===== src/rtl/byte_to_burst.sv =====
// byte_to_burst: packs strobed read bytes into 1/2/4/8-byte beat words; define BYTE_TO_BURST_ERR_EN for the strobe-gap timeout.
module byte_to_burst #(
    parameter int GAP_LIMIT = 4
) (
    input  logic        clk,
    input  logic        n_rst,
    input  logic        start,
    input  logic [1:0]  burst_size,
    input  logic [3:0]  burst_num,
    input  logic        strobe,
    input  logic [7:0]  byte_in,
    output logic [63:0] pool_rdata,
    output logic        rdata_valid,
    output logic        busy,
    output logic        done,
    output logic        err
);
    typedef enum logic [1:0] {IDLE, COLLECT, DONE} state_t;
    state_t state, state_n;
    logic [1:0]  size_q;
    logic [3:0]  last_beat;
    logic [3:0]  beat;
    logic [2:0]  k;
    logic [2:0]  k_last;
    logic [63:0] asm_q, asm_n;
    logic        accept, cap, beat_end, last, timeout;

    if (GAP_LIMIT < 1) begin : g_bad_gap
        $error("GAP_LIMIT must be at least 1");
    end

    assign accept   = state == IDLE && start;
    assign cap      = state == COLLECT && strobe;
    assign k_last   = ~(3'b111 << size_q);
    assign beat_end = cap && k == k_last;
    assign last     = beat_end && beat == last_beat;
    assign busy     = state == COLLECT;

    always_comb begin
        asm_n = asm_q;
        asm_n[{k, 3'b000} +: 8] = byte_in;
    end

    always_comb begin
        state_n = state;
        if (accept) state_n = COLLECT;
        else if (last) state_n = DONE;
        else if (timeout) state_n = IDLE;
        else if (state == DONE) state_n = IDLE;
    end

    always_ff @(posedge clk or negedge n_rst) begin
        if (!n_rst) state <= IDLE;
        else state <= state_n;
    end

    // Lanes above the beat width stay zero because the assembly word is cleared on every accepted start.
    always_ff @(posedge clk or negedge n_rst) begin
        if (!n_rst) begin
            size_q      <= '0;
            last_beat   <= '0;
            beat        <= '0;
            k           <= '0;
            asm_q       <= '0;
            pool_rdata  <= '0;
            rdata_valid <= 1'b0;
            done        <= 1'b0;
        end else begin
            rdata_valid <= beat_end;
            done        <= last;
            if (accept) begin
                size_q    <= burst_size;
                last_beat <= (burst_num == 4'd0) ? 4'd0 : burst_num - 4'd1;
                beat      <= '0;
                k         <= '0;
                asm_q     <= '0;
            end else if (cap) begin
                asm_q <= asm_n;
                k     <= beat_end ? 3'd0 : k + 3'd1;
                if (beat_end) begin
                    beat       <= beat + 4'd1;
                    pool_rdata <= asm_n;
                end
            end
        end
    end

`ifdef BYTE_TO_BURST_ERR_EN
    localparam int GW = $clog2(GAP_LIMIT + 1);
    logic [GW-1:0] gap;

    assign timeout = state == COLLECT && !strobe && gap == GW'(GAP_LIMIT - 1);

    always_ff @(posedge clk or negedge n_rst) begin
        if (!n_rst) begin
            gap <= '0;
            err <= 1'b0;
        end else begin
            err <= timeout;
            gap <= (state != COLLECT || strobe || timeout) ? '0 : gap + 1'b1;
        end
    end
`else
    assign timeout = 1'b0;
    assign err     = 1'b0;
`endif
endmodule


===== config.mk =====
export PLATFORM = sky130hd
export DESIGN_NAME = byte_to_burst
export DESIGN_NICKNAME = d
export VERILOG_FILES = /design/src/rtl/byte_to_burst.sv
export SDC_FILE = /design/constraint.sdc
export NUM_CORES = 1
export LEC_CHECK = 0
export BUFFER_PORTS_ARGS = -buffer_cell sky130_fd_sc_hd__buf_2
export CORE_ASPECT_RATIO = 0.7
export CORE_MARGIN = 1.5
export CORE_UTILIZATION = 56
export DETAILED_ROUTE_END_ITERATION = 10
export PLACE_DENSITY = 0.81
export SYNTH_ARGS = -nofsm -noshare
export SYNTH_HDL_FRONTEND = slang
export SYNTH_SLANG_ARGS = --single-unit

===== constraint.sdc =====
create_clock -name clk -period 2.92 [get_ports clk]
set_input_delay 0.146 -clock clk [delete_from_list [all_inputs] [get_ports clk]]
set_output_delay 0.146 -clock clk [all_outputs]
set_load 0.02 [all_outputs]

# After elaboration in Yosys (flattened, before gate mapping)
# Index checks and enable logic that the tools add are counted.
# word_totals
word_cells	46
register_bits	145
# classes
n_shift	3
addsub	4
bitwise	2
eq_ne	4
reduce_logical	11
muxes	13
# op_table
operator	n
64-bit 2-to-1 mux	2
64-bit bitwise mux	1
8-bit by 8-bit variable shift with 64-bit output (first input constant)	1
8-bit by 8-bit variable part select with 64-bit output	1
4-bit 2-to-1 mux	4
3-bit 2-to-1 mux	3
6-bit negation with 8-bit output	1
2-bit 2-to-1 mux	3
4-bit by 1-bit adder with 4-bit output (second input constant)	1
4-bit == test	1
1-bit logical AND	4
4-bit logical NOT	1
2-bit nonzero test	2
4-bit by 1-bit subtractor with 4-bit output (second input constant)	1
3-bit by 1-bit adder with 3-bit output (second input constant)	1
3-bit == test	1
3-bit inverter	1
3-bit AND reduction	1
3-bit nonzero test	1
3-bit by 2-bit << shifter with 3-bit output (first input constant)	1
2-bit by 1-bit == test with 1-bit output (second input constant)	1
2-bit == test (second input constant)	1
2-bit logical NOT	1
2-bit AND reduction	1
1-bit inverter	1

# Depth between registers and ports, before layout
# depth
ltp_word	7
mapped_depth	11
mapped_depth_nobuf	8

# Worst setup path after synthesis
# Ideal clock, no wire load.
# synth_path
path_type	reg-to-reg
from	register k[0]
to	register asm_q[38]
t_required_ns	2.801
synth_period_minus_slack_ns	2.418
arrival_time_ns	2.299
path_stages_with_launch	12
setup_slack_ns	0.502
n_path_buf	3
cell_sequence	dfrtp_1 > buf_4 > inv_2 > ha_1 > ha_1 > nor4b_4 > o21ai_2 > or2_1 > buf_6 > buf_6 > nand3_2 > o21ai_2
# synth_via
elab_chain_len	5
word_cells_on_any_way	6
classes_between	add/sub (1); shift (2); mux (3)
# synth_lines
element	line	rtl
start, declared	23	logic [2:0] k;
start signal, assigned	79	k <= beat_end ? 3'd0 : k + 3'd1;
6-bit negation with 8-bit output (*)	41	asm_n[{k, 3'b000} +: 8] = byte_in;
8-bit by 8-bit variable part select with 64-bit output / 8-bit by 8-bit variable shift with 64-bit output (equally long branches)	41	
64-bit bitwise mux (*)	41	
64-bit 2-to-1 mux (*)	77	end else if (cap) begin
64-bit 2-to-1 mux (*)	71	if (accept) begin
end signal, assigned	78	asm_q <= asm_n;
end, declared	25	logic [63:0] asm_q, asm_n;
# Mark *: on every way between the ends. The rest lies on a longest branch, timed or not. The select of a mux whose other input is x is not followed.
# A chain may end at the register's enable or synchronous reset.

# Worst setup path after layout
# layout_path
from	register k[1]
to	register asm_q[37]
# The elaborated chain is that of the path after synthesis.

==> metrics.txt <==
outcome=completed; die width=133 um; first-pass GRT wire length=25600 um; worst path cell trace=inv_1, ha_1, ha_1, nor4b_4, o21ai_2, or2_1, nand3_1, o21ai_2; setup TNS=0 ns; Worst-Margin Slew=0.779 ns; TritonCTS Sinks=145; Root Buffer=clkbuf_16; CP Capture Type=flop; Max-cap violations=0; Slowest-stage cell, CP=dfrtp_1; initial antenna violation count=0; fin crit share=92.0%; vias in the first global route=5169; clk slew on worst S/H paths=0.06 ns; most frequent cells in the layout=dfrtp_1 (145), nand2_1 (113), nor2_1 (84); Die ar.=12500 um^2; chip height=94.1 um; largest net degree at the start of global routing=90; Synth Net Count=707; max-slew violations=0; top fanout value on the critical path=16; Setup crit start kind=flop; fillers=957; post-synthesis sequential area ratio=54.7%; worst min-delay path category=in -> reg; core area=11600 um^2; maximum VDD drop=0.630 mV; area grow syn2layout=15.3%; # diodes=0; row count=33; Via density=5.76; post-route setup slack=0.232 ns; TritonCTS Buffers=17; Max Buffers Root-to-Sink=2; Slew headroom=48.0%; DP Wirelength=10600 um; I/O pin count=86; synthesized area=6630 um^2; Ys Warns=0; fraction of registers with async set/reset=100%; Port Buffer Count=84; fin crit period=2.69 ns; First DRT Iteration DRCs=405; worst setup path category=reg -> reg; Critical Path AT=2.97 ns; Final Hold Fails=0; DRC=0; Pre-Repair DR Iteration Count=6; detailed-route wire length per cell=16.8 um; WP data required=3.20 ns; CTS tree=built; Power Density=1120 nW/um^2; final clock skew=0.00664 ns; worst slack, placed=0.233 ns; slowest stage delay, CP=0.56 ns; clock latency on the worst-skew pair=0.42 ns; gr ovfl total=0; Avg Inst Size Synth=9.74 um^2; vias=5324; RSZ-0062 raised after global routing=no; H-tree depth=4; nets@finish=781; initial core utilization=57.0%; leakage power total=3.47 nW; final setup fails=0; GRT Util Overall=26.4%; layout cells sized above 1=21.7%; WL final=15500 um; Post-Syn Instances=681; ANT nets after route=0; prevailing post-synth register cell=dfrtp_1; post-CTS setup buffer count=0; Highest Clock Rate=372 MHz; Post-synth EDFFs=0; commonest non-fill, non-tap cell in the layout=dfrtp_1; Netlist cell types=50; gpl congestion=0.883; Yosys reg bits=145
where the power goes:
group          internal (W)  leakage [nW]  total (W)  switching [W]
Sequential          0.00271          1.93    0.00313       0.000427
Clock               0.00111         0.256    0.00202       0.000909
Combinational       0.00111          1.29    0.00339        0.00228
Total               0.00492          3.47    0.00854        0.00362
synth_stat cells (all sizes together), types with 2 or more instances:
| cell | instances | area (um^2) |
|---|---|---|
| dfrtp | 145 | 3630 |
| and2 | 2 | 12.5 |
| a22o | 2 | 17.5 |
| a32o | 15 | 150 |
| nor4 | 2 | 18.8 |
| nor3b | 3 | 32.5 |
| nor2 | 88 | 350 |
| o21a | 15 | 113 |
| a211oi | 15 | 113 |
| o31ai | 2 | 15.0 |
| nor3 | 5 | 25.0 |
| o21ai | 89 | 494 |
| o211ai | 14 | 105 |
| clkbuf | 11 | 41.3 |
| nand4 | 2 | 27.5 |
| or2 | 4 | 25.0 |
| buf | 33 | 244 |
| inv | 14 | 52.6 |
| nand2 | 113 | 424 |
| ha | 8 | 100 |
| nor2b | 3 | 21.3 |
| a31oi | 3 | 18.8 |
| xor2 | 4 | 35.0 |
| nand3 | 42 | 288 |
| a21oi | 37 | 185 |
area by class of cell:
type                    instances  area [um^2]  area share [%]
clock inverters                15          124            1.62
multi-input cells             478         2670            34.9
repair buffers                 99          547            7.15
well taps                     157          196            2.57
flip-flops and latches        145         3630            47.5
inverters                      14         52.6           0.687
clock buffers                  17          425            5.56
stage by stage:
step | hold slack, ns | cells | power, W | util (%) | instance area, um^2
after global placement | 0.189 | 890 | 0.00633 | 60.7 | 7070
after global routing | 0.0152 | 925 | 0.00908 | 65.7 | 7640
after floorplan | -0.150 | 681 | 0.00559 | - | 6630
after CTS | 0.00584 | 925 | 0.00856 | 65.7 | 7640
after detailed placement | 0.200 | 890 | 0.00653 | 60.7 | 7070
final | 0.00404 | 925 | 0.00854 | 65.7 | 7640
registers in the layout (all words and copies together), names as in the netlist:
register     count
k                3
rdata_valid      1
done             1
size_q           2
asm_q           64
state            2
pool_rdata      64
last_beat        4
beat             4
final timing paths:
check	from	end	slack, ns	depth (start not counted)
min reg2reg	pool_rdata[49]$_DFFE_PN0P_	pool_rdata[49]$_DFFE_PN0P_	0.48	2
min	burst_num[0]	last_beat[0]$_DFFE_PN0P_	0.004	2
max reg2reg	k[1]$_DFFE_PN0P_	asm_q[37]$_DFFE_PN0P_	0.23	8
max in group asynchronous	n_rst	asm_q[39]$_DFFE_PN0P_	1.80	3
min in group asynchronous	n_rst	pool_rdata[31]$_DFFE_PN0P_	0.30	2
max	k[1]$_DFFE_PN0P_	asm_q[37]$_DFFE_PN0P_	0.23	8
critical path, delay by kind of cell, from the launching register on:
kind / cells / cell delay (ns)
flip-flops: 1 / 0.56
adder cells (fa/ha/maj): 2 / 0.73
AO/OA/AOI/OAI: 2 / 0.16
AND/OR/NAND/NOR: 3 / 0.98
buffers and inverters: 1 / 0.12
repair_timing:
item	4_1_cts	5_1_grt
resized for setup	0	1
endpoints found under the hold margin	73	0
hold buffers	3	0
endpoints found under the setup margin	0	6
kinds of logic (layout without fill, tap and decap cells):
| kind of cell | after synthesis | in the layout | synth area share, % |
|---|---|---|---|
| compound gates | 196 | 196 | 18.8 |
| xor+xnor | 5 | 5 | 0.660 |
| fa+ha+maj | 8 | 8 | 1.51 |
| buf+inv | 58 | 145 | 5.09 |
| flops | 145 | 145 | 54.7 |
| mux | 1 | 1 | 0.151 |
| other cells | 1 | 1 | 0.0565 |
| simple gates | 267 | 267 | 19.1 |
per-layer routing:
layer / wire length (um) / up-vias / part of all wire, % / track usage [%]
li1: - / 2512 / - / -
met1: 7020 / 2607 / 45 / 36.1
met4: 361 / 0 / 2.3 / 10.3
met3: 869 / 32 / 5.6 / 6.31
met5: 0 / - / 0 / 0
met2: 7260 / 173 / 47 / 41.1
Power figures use the tool's default switching activity.
